--- src/rtl/present_slayer_seq.sv ---
// PRESENT substitution layer that feeds one nibble per cycle through an external
// registered S-box ROM and reassembles the substituted state for the permutation layer.
module present_slayer_seq #(
  parameter int WIDTH = 64
) (
  input  logic             clk,
  input  logic             rst_n,
  input  logic [WIDTH-1:0] in_state,
  input  logic             in_valid,
  output logic             in_ready,
  output logic [3:0]       sbox_addr,
  output logic             sbox_rd_n,
  input  logic [3:0]       sbox_data,
  output logic [WIDTH-1:0] out_state,
  output logic             out_valid,
  input  logic             out_ready,
  output logic             busy
);

  localparam int NIB   = WIDTH / 4;
  localparam int CNT_W = (NIB > 1) ? $clog2(NIB) : 1;
  localparam logic [CNT_W-1:0] CNT_LAST = CNT_W'(NIB - 1);

  typedef enum logic [1:0] {
    IDLE  = 2'd0,
    RUN   = 2'd1,
    DRAIN = 2'd2,
    DONE  = 2'd3
  } state_t;

  state_t           state_q,   state_d;
  logic [CNT_W-1:0] cnt_q,     cnt_d;
  logic [CNT_W-1:0] cap_idx_q, cap_idx_d;
  logic             cap_vld_q, cap_vld_d;
  logic [WIDTH-1:0] lat_q,     lat_d;
  logic [WIDTH-1:0] out_q,     out_d;

  // Next-state, counter and latch control
  always_comb begin
    state_d = state_q;
    cnt_d   = cnt_q;
    lat_d   = lat_q;
    case (state_q)
      IDLE: begin
        if (in_valid) begin
          lat_d   = in_state;
          cnt_d   = '0;
          state_d = RUN;
        end
      end
      RUN: begin
        if (cnt_q == CNT_LAST) begin
          cnt_d   = '0;
          state_d = DRAIN;
        end else begin
          cnt_d = cnt_q + 1'b1;
        end
      end
      DRAIN: state_d = DONE;
      DONE: begin
        if (out_ready) state_d = IDLE;
      end
      default: state_d = IDLE;
    endcase
  end

  // ROM data lags the read edge by one cycle, so the capture slot trails issue by one.
  always_comb begin
    cap_vld_d = (state_q == RUN);
    cap_idx_d = cnt_q;
    out_d     = out_q;
    if (cap_vld_q) begin
      out_d[int'(cap_idx_q)*4 +: 4] = sbox_data;
    end
  end

  always_ff @(posedge clk or negedge rst_n) begin
    if (!rst_n) begin
      state_q   <= IDLE;
      cnt_q     <= '0;
      cap_idx_q <= '0;
      cap_vld_q <= 1'b0;
      lat_q     <= '0;
      out_q     <= '0;
    end else begin
      state_q   <= state_d;
      cnt_q     <= cnt_d;
      cap_idx_q <= cap_idx_d;
      cap_vld_q <= cap_vld_d;
      lat_q     <= lat_d;
      out_q     <= out_d;
    end
  end

  // Outputs decode directly from the state register so reset takes effect at once.
  always_comb begin
    in_ready  = (state_q == IDLE);
    busy      = (state_q != IDLE);
    out_valid = (state_q == DONE);
    sbox_rd_n = 1'b1;
    sbox_addr = '0;
    if (state_q == RUN) begin
      sbox_rd_n = 1'b0;
      sbox_addr = lat_q[int'(cnt_q)*4 +: 4];
    end
  end

  assign out_state = out_q;

endmodule

--- config.mk ---
export PLATFORM = sky130hd
export DESIGN_NAME = present_slayer_seq
export DESIGN_NICKNAME = d
export VERILOG_FILES = /design/src/rtl/present_slayer_seq.sv
export SDC_FILE = /design/constraint.sdc
export NUM_CORES = 1
export LEC_CHECK = 0
export CAP_MARGIN = 20
export CORE_AREA = 2 2 115 117
export DETAILED_ROUTE_END_ITERATION = 8
export DIE_AREA = 0 0 117 119
export DONT_BUFFER_PORTS = 1
export GPL_ROUTABILITY_DRIVEN = 0
export RECOVER_POWER = 25
export SYNTH_ARGS = -nofsm -noshare
export SYNTH_HDL_FRONTEND = slang
export SYNTH_SLANG_ARGS = --single-unit
--- constraint.sdc ---
create_clock -name clk -period 2.8 [get_ports clk]
set_input_delay 0.56 -clock clk [delete_from_list [all_inputs] [get_ports clk]]
set_output_delay 0.56 -clock clk [all_outputs]
set_load 0.005 [all_outputs]
## Word level (Yosys, flattened, before mapping)

Index checks and enable logic that the tools add are counted.

- Input port bits: 72
- Bits in writable memories: 0
- Bits in latches: 0
- Flip-flop bits (word level): 139
- Memory bits (read-only): 0
- Output and inout port bits: 72
- Memories kept: 0
- Logic and storage cells: 34

- Equal/unequal tests: 7
- Reduce and logical (&&, ||, !) cells: 6
- Order comparisons: 0
- Muxes and demuxes: 10
- Bitwise operators: 0
- $mul: 0
- Shift operators: 3
- $add $sub $neg: 2
- Divide/modulo/power cells: 0

Operators by type and width:

| operator | number |
|---|---|
| bitwise mux 64 bit | 1 |
| variable shift 4 x 33 -> 64 bit (first input constant) | 1 |
| variable part select 4 x 33 -> 64 bit | 1 |
| variable part select 64 x 7 -> 4 bit | 1 |
| negator 6 -> 33 bit | 1 |
| two-way mux 4 bit | 3 |
| case mux 2 bit (4 select lines) | 1 |
| case mux 4 bit (2 select lines) | 1 |
| two-way mux 2 bit | 3 |
| adder 4 x 1 -> 4 bit (second input constant) | 1 |
| == test 2 bit (second input constant) | 2 |
| == test 4 bit (second input constant) | 1 |
| != test 2 x 1 -> 1 bit (second input constant) | 2 |
| AND reduction 2 bit | 2 |
| nonzero test 2 bit | 2 |
| AND reduction 3 bit | 1 |
| == test 2 x 1 -> 1 bit (second input constant) | 1 |
| logical NOT 2 bit | 1 |
| != test 2 bit (second input constant) | 1 |
| two-way mux 1 bit | 1 |

## Longest topological paths before layout

Gate-level depths: netlist of the first run.

- Depth in word-level cells: 3
- Depth in mapped cells: 9
- Depth with buffers taken out: 6

## Worst setup path before layout of the first run

Ideal clock, no wire load.

- Path type: reg2reg
- From: register cap_idx_q[0]
- To: register out_q[3], in the netlist out_state[3]
- Arrival: 2.359 ns
- Setup slack: 0.316 ns
- Buffers on the path: 3
- Period minus slack after synthesis: 2.484 ns
- Setup time: 0.125 ns
- Cell stages (with the launch flop): 10
- Data required time: 2.675 ns
- Cells stage by stage: dfrtp_1 -> clkbuf_1 -> inv_1 -> ha_1 -> buf_6 -> nor4_1 -> nand3_1 -> or3_1 -> buf_6 -> mux2_4

- Longest elaborated chain between the ends: 3
- Elaborated cells between the ends (all ways): 4
- Classes of those cells: add/sub: 1; shift: 2; mux: 1

RTL lines:

| what | line | RTL |
|---|---|---|
| start, declared | 33 | `logic [CNT_W-1:0] cap_idx_q, cap_idx_d;` |
| start signal, assigned | 88 | `cap_idx_q <= cap_idx_d;` |
| negator 6 -> 33 bit (*) | 73 | `out_d[int'(cap_idx_q)*4 +: 4] = sbox_data;` |
| variable part select 4 x 33 -> 64 bit / variable shift 4 x 33 -> 64 bit (equally long branches) | 73 |  |
| bitwise mux 64 bit (*) | 73 |  |
| end signal, assigned | 91 | `out_q <= out_d;` |
| end, declared | 36 | `logic [WIDTH-1:0] out_q, out_d;` |

Every way passes the cells marked *; elsewhere a longest branch is shown, timed or not.
A chain may end at the register's enable or synchronous reset.

## Final worst setup path of the first run

- From: register cnt_q[0], in the netlist cap_idx_d[0]
- To: output port sbox_addr[3]

- Longest elaborated chain between the ends: 2

RTL lines:

| what | line | RTL |
|---|---|---|
| start, declared | 32 | `logic [CNT_W-1:0] cnt_q, cnt_d;` |
| start signal, assigned | 87 | `cnt_q <= cnt_d;` |
| variable part select 64 x 7 -> 4 bit | 104 | `sbox_addr = lat_q[int'(cnt_q)*4 +: 4];` |
| two-way mux 4 bit | 102 | `if (state_q == RUN) begin` |
| end, declared | 11 | `output logic [3:0] sbox_addr,` |

Every way passes these cells.

==> summary.log, run 1 <==
[outcome] result of the run finished with violations
[outcome] failing checks hold timing
[finish] FILL cells 1090
[synthesis] mean instance size in the synthesized netlist 14.3 um2
[critical_path] class of the most critical setup path flip-flop to output pin
[power] power share of the clock group 32.3%
[floorplan] count of pins on the block boundary 144
[power] overall power after layout 7.34 mW
[power] power density over cell area 1040 mW/mm2
[global_route] Overall Global Routing Usage 19.3%
[synthesis] Mapped Cells 431
[clock_tree] Setup Fix Bufs, Post-CTS 0
[global_route] pin count of the biggest net entering global routing 140
[synthesis] most instantiated flip-flop cell in the synthesis netlist sky130_fd_sc_hd__dfrtp_1
[synthesis] cell type contributing the most total cell area after synthesis sky130_fd_sc_hd__dfrtp_1
[synthesis] Cell Area, Synth 0.00618 mm2
[sta] max_slew headroom 60.6%
[power] net switching power of the design 2.02 mW
[sta] number of pins with negative max-slew slack in the final report 0
[finish] area of the multi-input gates 0.00258 mm2
[clock_tree] clock buffers created by TritonCTS 17
[finish] area of all placed cells without fillers 0.00704 mm2
[route] DR DRC count 0
[synthesis] Synth cell types 39
[power] cell internal pwr 5.32 mW
[placement] Cell Area, Placed 0.00641 mm2
[critical_path] Arr. time, crit path 2.06 ns
[placement] quantity of I/O buffers inserted on ports 0
[synthesis] number of synthesized flops with an enable pin 0
[sta] final-report hold violation count 139
[synthesis] register area share after synthesis 56.3%
[global_route] first-pass GRT wire length 20100 um
[global_route] vias in the first global route 3739
[synthesis] cell types with the highest counts after synthesis sky130_fd_sc_hd__dfrtp_1 (139), sky130_fd_sc_hd__mux2_2 (118), sky130_fd_sc_hd__nand2_1 (29), sky130_fd_sc_hd__mux4_2 (16), sky130_fd_sc_hd__and2_1 (14)
[route] Via Count 3472
[clock_tree] worst-skew pair later-pin latency 0.42 ns
[sta] Final Worst Setup Slack 0.180 ns
[global_route] number of antenna violations at the first check in global routing 0
[finish] total area of sequential cells 0.00348 mm2
[critical_path] category of the worst setup path launch point flip-flop
[power] Worst IR Drop VDD 0.494 mV
[finish] Total Nets Final 522
[clock_tree] root buffer selected by CTS sky130_fd_sc_hd__clkbuf_16
[sta] unrepaired setup endpoints after global routing no
[critical_path] largest fanout on the critical path 20
[floorplan] area of the core region 0.0129 mm2
[synthesis] proportion of synthesized flip-flops having asynchronous set or reset 100%
[synthesis] Syn. warnings 0
[power] sequential fraction of design power 40.2%
[synthesis] flip-flop and latch count after synthesis 139
[sta] part of the cycle the worst path needs 93.6%
[route] DR iter-0 viols 165
[global_route] overflow left after global routing 0
[route] DRT antenna net count 0
[sta] worst slack on hold paths -0.162 ns
[finish] fraction of final layout cells sized beyond drive strength 1 39.2%
[clock_tree] clock sink count 139
[sta] Clock Skew 0.00730 ns
[critical_path] Worst setup startpoint cap_idx_d[0]$_DFFE_PN0P_
[power] switching part of the total 27.5%
[clock_tree] CTS tree built
[power] Static Leak 3.23 nW
[critical_path] endpoint of the worst-slack reg-to-reg timing path out_state[3]$_DFFE_PN0P_
[clock_tree] clock slew at the register clock pins of the worst setup and hold paths 0.05 ns
[clock_tree] number of gates resized after CTS 0
[synthesis] area share of the leading cell type in the synthesized netlist 56.3%
[synthesis] cell with the most instances after synthesis sky130_fd_sc_hd__dfrtp_1
[finish] Diodes inserted 0
[route] vias per cell 5.54
[clock_tree] H-tree lvl count 4
[sta] setup TNS 0 ns
[finish] area added between synthesis and finish 13.9%
[synthesis] most area-consuming cells after synthesis sky130_fd_sc_hd__dfrtp_1 (56%), sky130_fd_sc_hd__mux2_2 (22%), sky130_fd_sc_hd__mux4_2 (5.8%)
[sta] clock period minus final worst setup slack 2.62 ns
[placement] setup slack after placement 0.462 ns
[sta] achievable frequency 0.382 GHz
[placement] post-DP HPWL 8920 um
[sta] transition time at the pin with the least slew margin 0.590 ns
[floorplan] die outline width 117 um
[sta] endpoints failing setup 0
[floorplan] initial core utilization 48.0%
[clock_tree] maximum clock insertion buffer count 2
[critical_path] kind of capture point of the worst setup path output pin
[floorplan] Die Area 0.0139 mm2
[floorplan] chip height 119 um
[synthesis] Net Count, Synth 513
[run] Max-Cap Viols 0
[critical_path] launching point of the worst reg2reg path cap_idx_q[1]$_DFF_PN0_
[hold_path] worst hold path class input port to asynchronous set/reset pin
[critical_path] setup slack of the worst register-to-register path 0.43 ns
[route] first-pass detailed-route iteration total 4
[floorplan] number of placement rows 42
[critical_path] cell count of the worst reg-to-reg path 6
[finish] fin util 54.7%
[critical_path] Worst Path Required 2.24 ns
[power] relative contribution of combinational cells to total power 27.5%
[route] WL final 12500 um
[critical_path] Critical Path Sink sbox_addr[3]
[route] average wire per standard cell 20.0 um
==> state kept, by name (all words and copies together), names as in the netlist <==
| signal | cells |
|---|---|
| cap_vld_q | 1 |
| out_state | 64 |
| state_q | 2 |
| lat_q | 64 |
| cap_idx_q | 4 |
| cap_idx_d | 4 |
==> power groups by stage <==
stage                     registers, mW  clock network, mW  logic [mW]
after floorplan                    2.84                  0        1.68
after global placement             2.95                  0        2.00
after detailed placement           2.98                  0        2.05
after CTS                          2.96               2.42        2.05
after global routing               3.03               2.52        2.22
final                              2.95               2.37        2.02
==> through the flow <==
stage	std cells	hold slack, ns
final	627	-0.162
after CTS	627	-0.182
after global placement	597	0.268
after global routing	627	-0.188
after floorplan	431	0.264
after detailed placement	597	0.268
==> worst min path at each step <==
| stage | slack (ns) | depth (start not counted) | end | startpoint |
|---|---|---|---|---|
| after floorplan | 0.26 | 0 | cap_idx_d[0]$_DFFE_PN0P_ | rst_n |
| after global placement | 0.27 | 0 | out_state[41]$_DFFE_PN0P_ | rst_n |
| after detailed placement | 0.27 | 0 | out_state[41]$_DFFE_PN0P_ | rst_n |
| after CTS | -0.18 | 0 | out_state[56]$_DFFE_PN0P_ | rst_n |
| after global routing | -0.19 | 0 | out_state[56]$_DFFE_PN0P_ | rst_n |
| final | -0.16 | 0 | out_state[41]$_DFFE_PN0P_ | rst_n |
==> final cells by class <==
class,instances,area share [%]
clock inverter,7,1.96
tap,176,3.13
inverter,11,0.587
multi-input combinational,264,36.7
timing repair buffer,7,1.28
clock buffer,23,6.93
sequential,139,49.4
==> cell families (layout without fill, tap and decap cells) <==
family / Yosys count / after routing / share of synthesized area, %
buffers and inverters: 28 / 48 / 1.98
DFF: 139 / 139 / 56.3
muxes: 146 / 146 / 29.5
xor gates and xnor gates: 1 / 1 / 0.142
and+or+nand+nor: 88 / 88 / 7.43
AOI/OAI and AO/OA: 19 / 19 / 2.67
adders and majority gates: 10 / 10 / 2.02
==> worst max-delay path: stages (launching register included) <==
cell                      delay (ns)
sky130_fd_sc_hd__dfrtp_1        0.38
sky130_fd_sc_hd__buf_12         0.21
sky130_fd_sc_hd__mux4_2         0.52
sky130_fd_sc_hd__mux2_2         0.30
sky130_fd_sc_hd__nand2_1        0.07
sky130_fd_sc_hd__o21ai_0        0.16
==> cell usage in the layout, fill, tap and decap left out, types with 2 or more instances in the layout <==
cell                        synthesis  layout
sky130_fd_sc_hd__bufinv_16          0       4
sky130_fd_sc_hd__clkbuf_1          11       2
sky130_fd_sc_hd__mux2_2           118     118
sky130_fd_sc_hd__o211ai_1           2       2
sky130_fd_sc_hd__nor2b_1            3       3
sky130_fd_sc_hd__o21ai_0            2       2
sky130_fd_sc_hd__clkbuf_8           0       4
sky130_fd_sc_hd__a22o_1             2       2
sky130_fd_sc_hd__buf_4              0       4
sky130_fd_sc_hd__nand3_1            8       8
sky130_fd_sc_hd__a21oi_1            4       4
sky130_fd_sc_hd__nand4_1            4       4
sky130_fd_sc_hd__mux2i_1            6       6
sky130_fd_sc_hd__buf_12             0       3
sky130_fd_sc_hd__mux4_2            16      16
sky130_fd_sc_hd__nand2_1           29      28
sky130_fd_sc_hd__nand2b_1           6       6
sky130_fd_sc_hd__nor2_1             7       7
sky130_fd_sc_hd__inv_1             11      11
sky130_fd_sc_hd__ha_1              10      10
sky130_fd_sc_hd__clkbuf_16          0      17
sky130_fd_sc_hd__mux2_1             5       5
sky130_fd_sc_hd__and2_1            14      14
sky130_fd_sc_hd__clkinv_2           0       2
sky130_fd_sc_hd__nor3_1             4       4
sky130_fd_sc_hd__dfrtp_1          139     139
sky130_fd_sc_hd__and3_1             6       6
sky130_fd_sc_hd__a21bo_2            4       4
==> per-layer routing <==
metal | GRT usage, % | share of wire (%) | up-vias
li1 | - | - | 1565
met4 | 8.38 | 2.6 | 0
met2 | 30.8 | 50 | 112
met5 | 0 | 0 | -
met1 | 22.5 | 39 | 1773
met3 | 8.24 | 8.3 | 22
No activity file was read; power rests on OpenSTA's default activity.
==> inputs of run 2 (changes only) <==
Settings changed: CAP_MARGIN 20 to 30, GPL_TIMING_DRIVEN set to 0.
==> summary.log, run 2 (synthesis results as in run 1) <==
[outcome] result of the run finished with violations
[outcome] failing checks hold timing
[floorplan] count of pins on the block boundary 144
[clock_tree] clock buffers created by TritonCTS 17
[global_route] overflow left after global routing 0
[power] power share of the clock group 29.9%
[sta] clock period minus final worst setup slack 2.69 ns
[critical_path] cell-by-cell trace of the critical path clkbuf_2, inv_1, ha_1, nand2b_1, a21oi_1, nand2_1, mux2_2
[sta] worst slack on hold paths -0.163 ns
[critical_path] setup slack of the worst register-to-register path 0.11 ns
[power] Worst IR Drop VDD 0.585 mV
[global_route] pin count of the biggest net entering global routing 140
[critical_path] CP Buf/Inv Count 2
[clock_tree] clock slew at the register clock pins of the worst setup and hold paths 0.06 ns
[floorplan] Die Area 0.0139 mm2
[sta] endpoints failing setup 0
[route] vias per cell 5.63
[global_route] met2 demand-to-capacity share in global routing 32.3%
[sta] Final Worst Setup Slack 0.113 ns
[finish] commonest non-fill, non-tap cell in the layout sky130_fd_sc_hd__dfrtp_1
[critical_path] cell with the largest stage delay on the worst path sky130_fd_sc_hd__a21oi_1
[placement] quantity of I/O buffers inserted on ports 0
[finish] highest-count cells in the layout ignoring fill and taps sky130_fd_sc_hd__dfrtp_1 (139), sky130_fd_sc_hd__mux2_2 (118), sky130_fd_sc_hd__nand2_1 (29)
[clock_tree] worst-skew pair later-pin latency 0.42 ns
[floorplan] die outline width 117 um
[global_route] gr busiest metal met2
[critical_path] cell count of the worst reg-to-reg path 7
[sta] max_slew headroom 50.9%
[critical_path] kind of capture point of the worst setup path flip-flop
[global_route] number of antenna violations at the first check in global routing 0
[clock_tree] root buffer selected by CTS sky130_fd_sc_hd__clkbuf_16
[critical_path] Arr. time, crit path 2.98 ns
[route] DR DRC count 0
[clock_tree] maximum clock insertion buffer count 2
[global_route] vias in the first global route 3782
[finish] area added between synthesis and finish 12.9%
[sta] transition time at the pin with the least slew margin 0.737 ns
[power] power density over cell area 1020 mW/mm2
[critical_path] category of the worst setup path launch point flip-flop
[finish] fin util 54.2%
[global_route] global routing usage on met3 9.26%
[sta] achievable frequency 0.372 GHz
[floorplan] initial core utilization 48.0%
[power] switching part of the total 28.6%
[route] DR iter-0 viols 152
[power] sequential fraction of design power 41.4%
[clock_tree] CTS tree built
[route] DRT antenna net count 0
[sta] number of pins with negative max-slew slack in the final report 0
[critical_path] class of the most critical setup path flip-flop to flip-flop
[power] Static Leak 3.20 nW
[placement] post-DP HPWL 9300 um
[sta] unrepaired setup endpoints after global routing no
[clock_tree] H-tree lvl count 4
[global_route] GR Layer Usage met1 22.0%
[clock_tree] clock sink count 139
[power] net switching power of the design 2.04 mW
[run] Max-Cap Viols 0
[finish] fraction of final layout cells sized beyond drive strength 1 38.2%
[sta] setup TNS 0 ns
[critical_path] endpoint of the worst-slack reg-to-reg timing path out_state[23]$_DFFE_PN0P_
[floorplan] chip height 119 um
[placement] setup slack after placement 0.0502 ns
[route] average wire per standard cell 20.2 um
[critical_path] CP top delay family compound AO/OA/AOI/OAI gates
[critical_path] launching point of the worst reg2reg path cap_idx_q[0]$_DFF_PN0_
[critical_path] Worst Path Required 3.10 ns
[floorplan] number of placement rows 42
[clock_tree] Setup Fix Bufs, Post-CTS 0
[critical_path] largest fanout on the critical path 10
[route] Via Count 3585
[sta] Clock Skew 0.00672 ns
[floorplan] area of the core region 0.0129 mm2
[sta] final-report hold violation count 139
[power] relative contribution of combinational cells to total power 28.7%
[hold_path] worst hold path class input port to asynchronous set/reset pin
[global_route] Overall Global Routing Usage 19.7%
[sta] part of the cycle the worst path needs 96.0%
[finish] Diodes inserted 0
[finish] Total Nets Final 530
[global_route] first-pass GRT wire length 20200 um
[route] WL final 12900 um
[power] cell internal pwr 5.08 mW
[critical_path] largest stage delay on the critical path 0.61 ns
[route] first-pass detailed-route iteration total 4
run 2: how the worst max path moves through the flow:
stage / startpoint / end / slack [ns] / cells past startpoint
final: cap_idx_q[0]$_DFF_PN0_ / out_state[23]$_DFFE_PN0P_ / 0.11 / 7
after global routing: cap_idx_d[2]$_DFFE_PN0P_ / sbox_addr[2] / 0.005 / 4
after CTS: cap_idx_d[0]$_DFFE_PN0P_ / sbox_addr[2] / 0.03 / 5
after detailed placement: cap_idx_q[0]$_DFF_PN0_ / out_state[3]$_DFFE_PN0P_ / 0.05 / 9
after global placement: cap_idx_q[0]$_DFF_PN0_ / out_state[17]$_DFFE_PN0P_ / 0.08 / 7
after floorplan: cap_idx_q[0]$_DFF_PN0_ / out_state[3]$_DFFE_PN0P_ / 0.32 / 9
run 2: final cells by class:
type	count	area, um2
Tap cell	176	220
Inverter	11	41.3
Multi-Input combinational cell	264	2580
Clock inverter	8	92.6
Buffer	15	90.1
Sequential cell	139	3480
Clock buffer	24	472
Fill cell	1088	5900
run 2: timing repair:
item,in CTS,in global routing
endpoints found under the setup margin,4,26
hold endpoints to repair,139,139
resized for setup,5,4
run 2: power groups by stage:
stage | clock, mW | sequential (mW) | combinational [mW]
2_1_floorplan | 0 | 2.84 | 1.68
3_3_place_gp | 0 | 2.92 | 2.02
3_5_place_dp | 0 | 2.96 | 2.07
4_1_cts | 2.19 | 2.95 | 2.06
5_1_grt | 2.28 | 3.03 | 2.23
6_report | 2.13 | 2.95 | 2.04
run 2: layer usage:
metal / routed length [um] / up-vias
li1: - / 1593
met1: 4870 / 1839
met2: 6520 / 130
met3: 1230 / 23
met4: 253 / 0
met5: 0 / -
run 2: stage by stage:
stage | hold WS (ns) | instance area, um2 | power, mW | std cells
6_report | -0.163 | 6980 | 7.12 | 637
5_1_grt | -0.185 | 6980 | 7.55 | 637
4_1_cts | -0.181 | 6970 | 7.20 | 638
3_5_place_dp | 0.268 | 6400 | 5.03 | 607
3_3_place_gp | 0.268 | 6400 | 4.94 | 607
2_1_floorplan | 0.264 | 6180 | 4.51 | 431
==> inputs of run 3 (changes only) <==
Settings changed: SLEW_MARGIN set to 20.
==> results of run 3 <==
No change in the layout: final DEF, timing and power equal those of run 2.
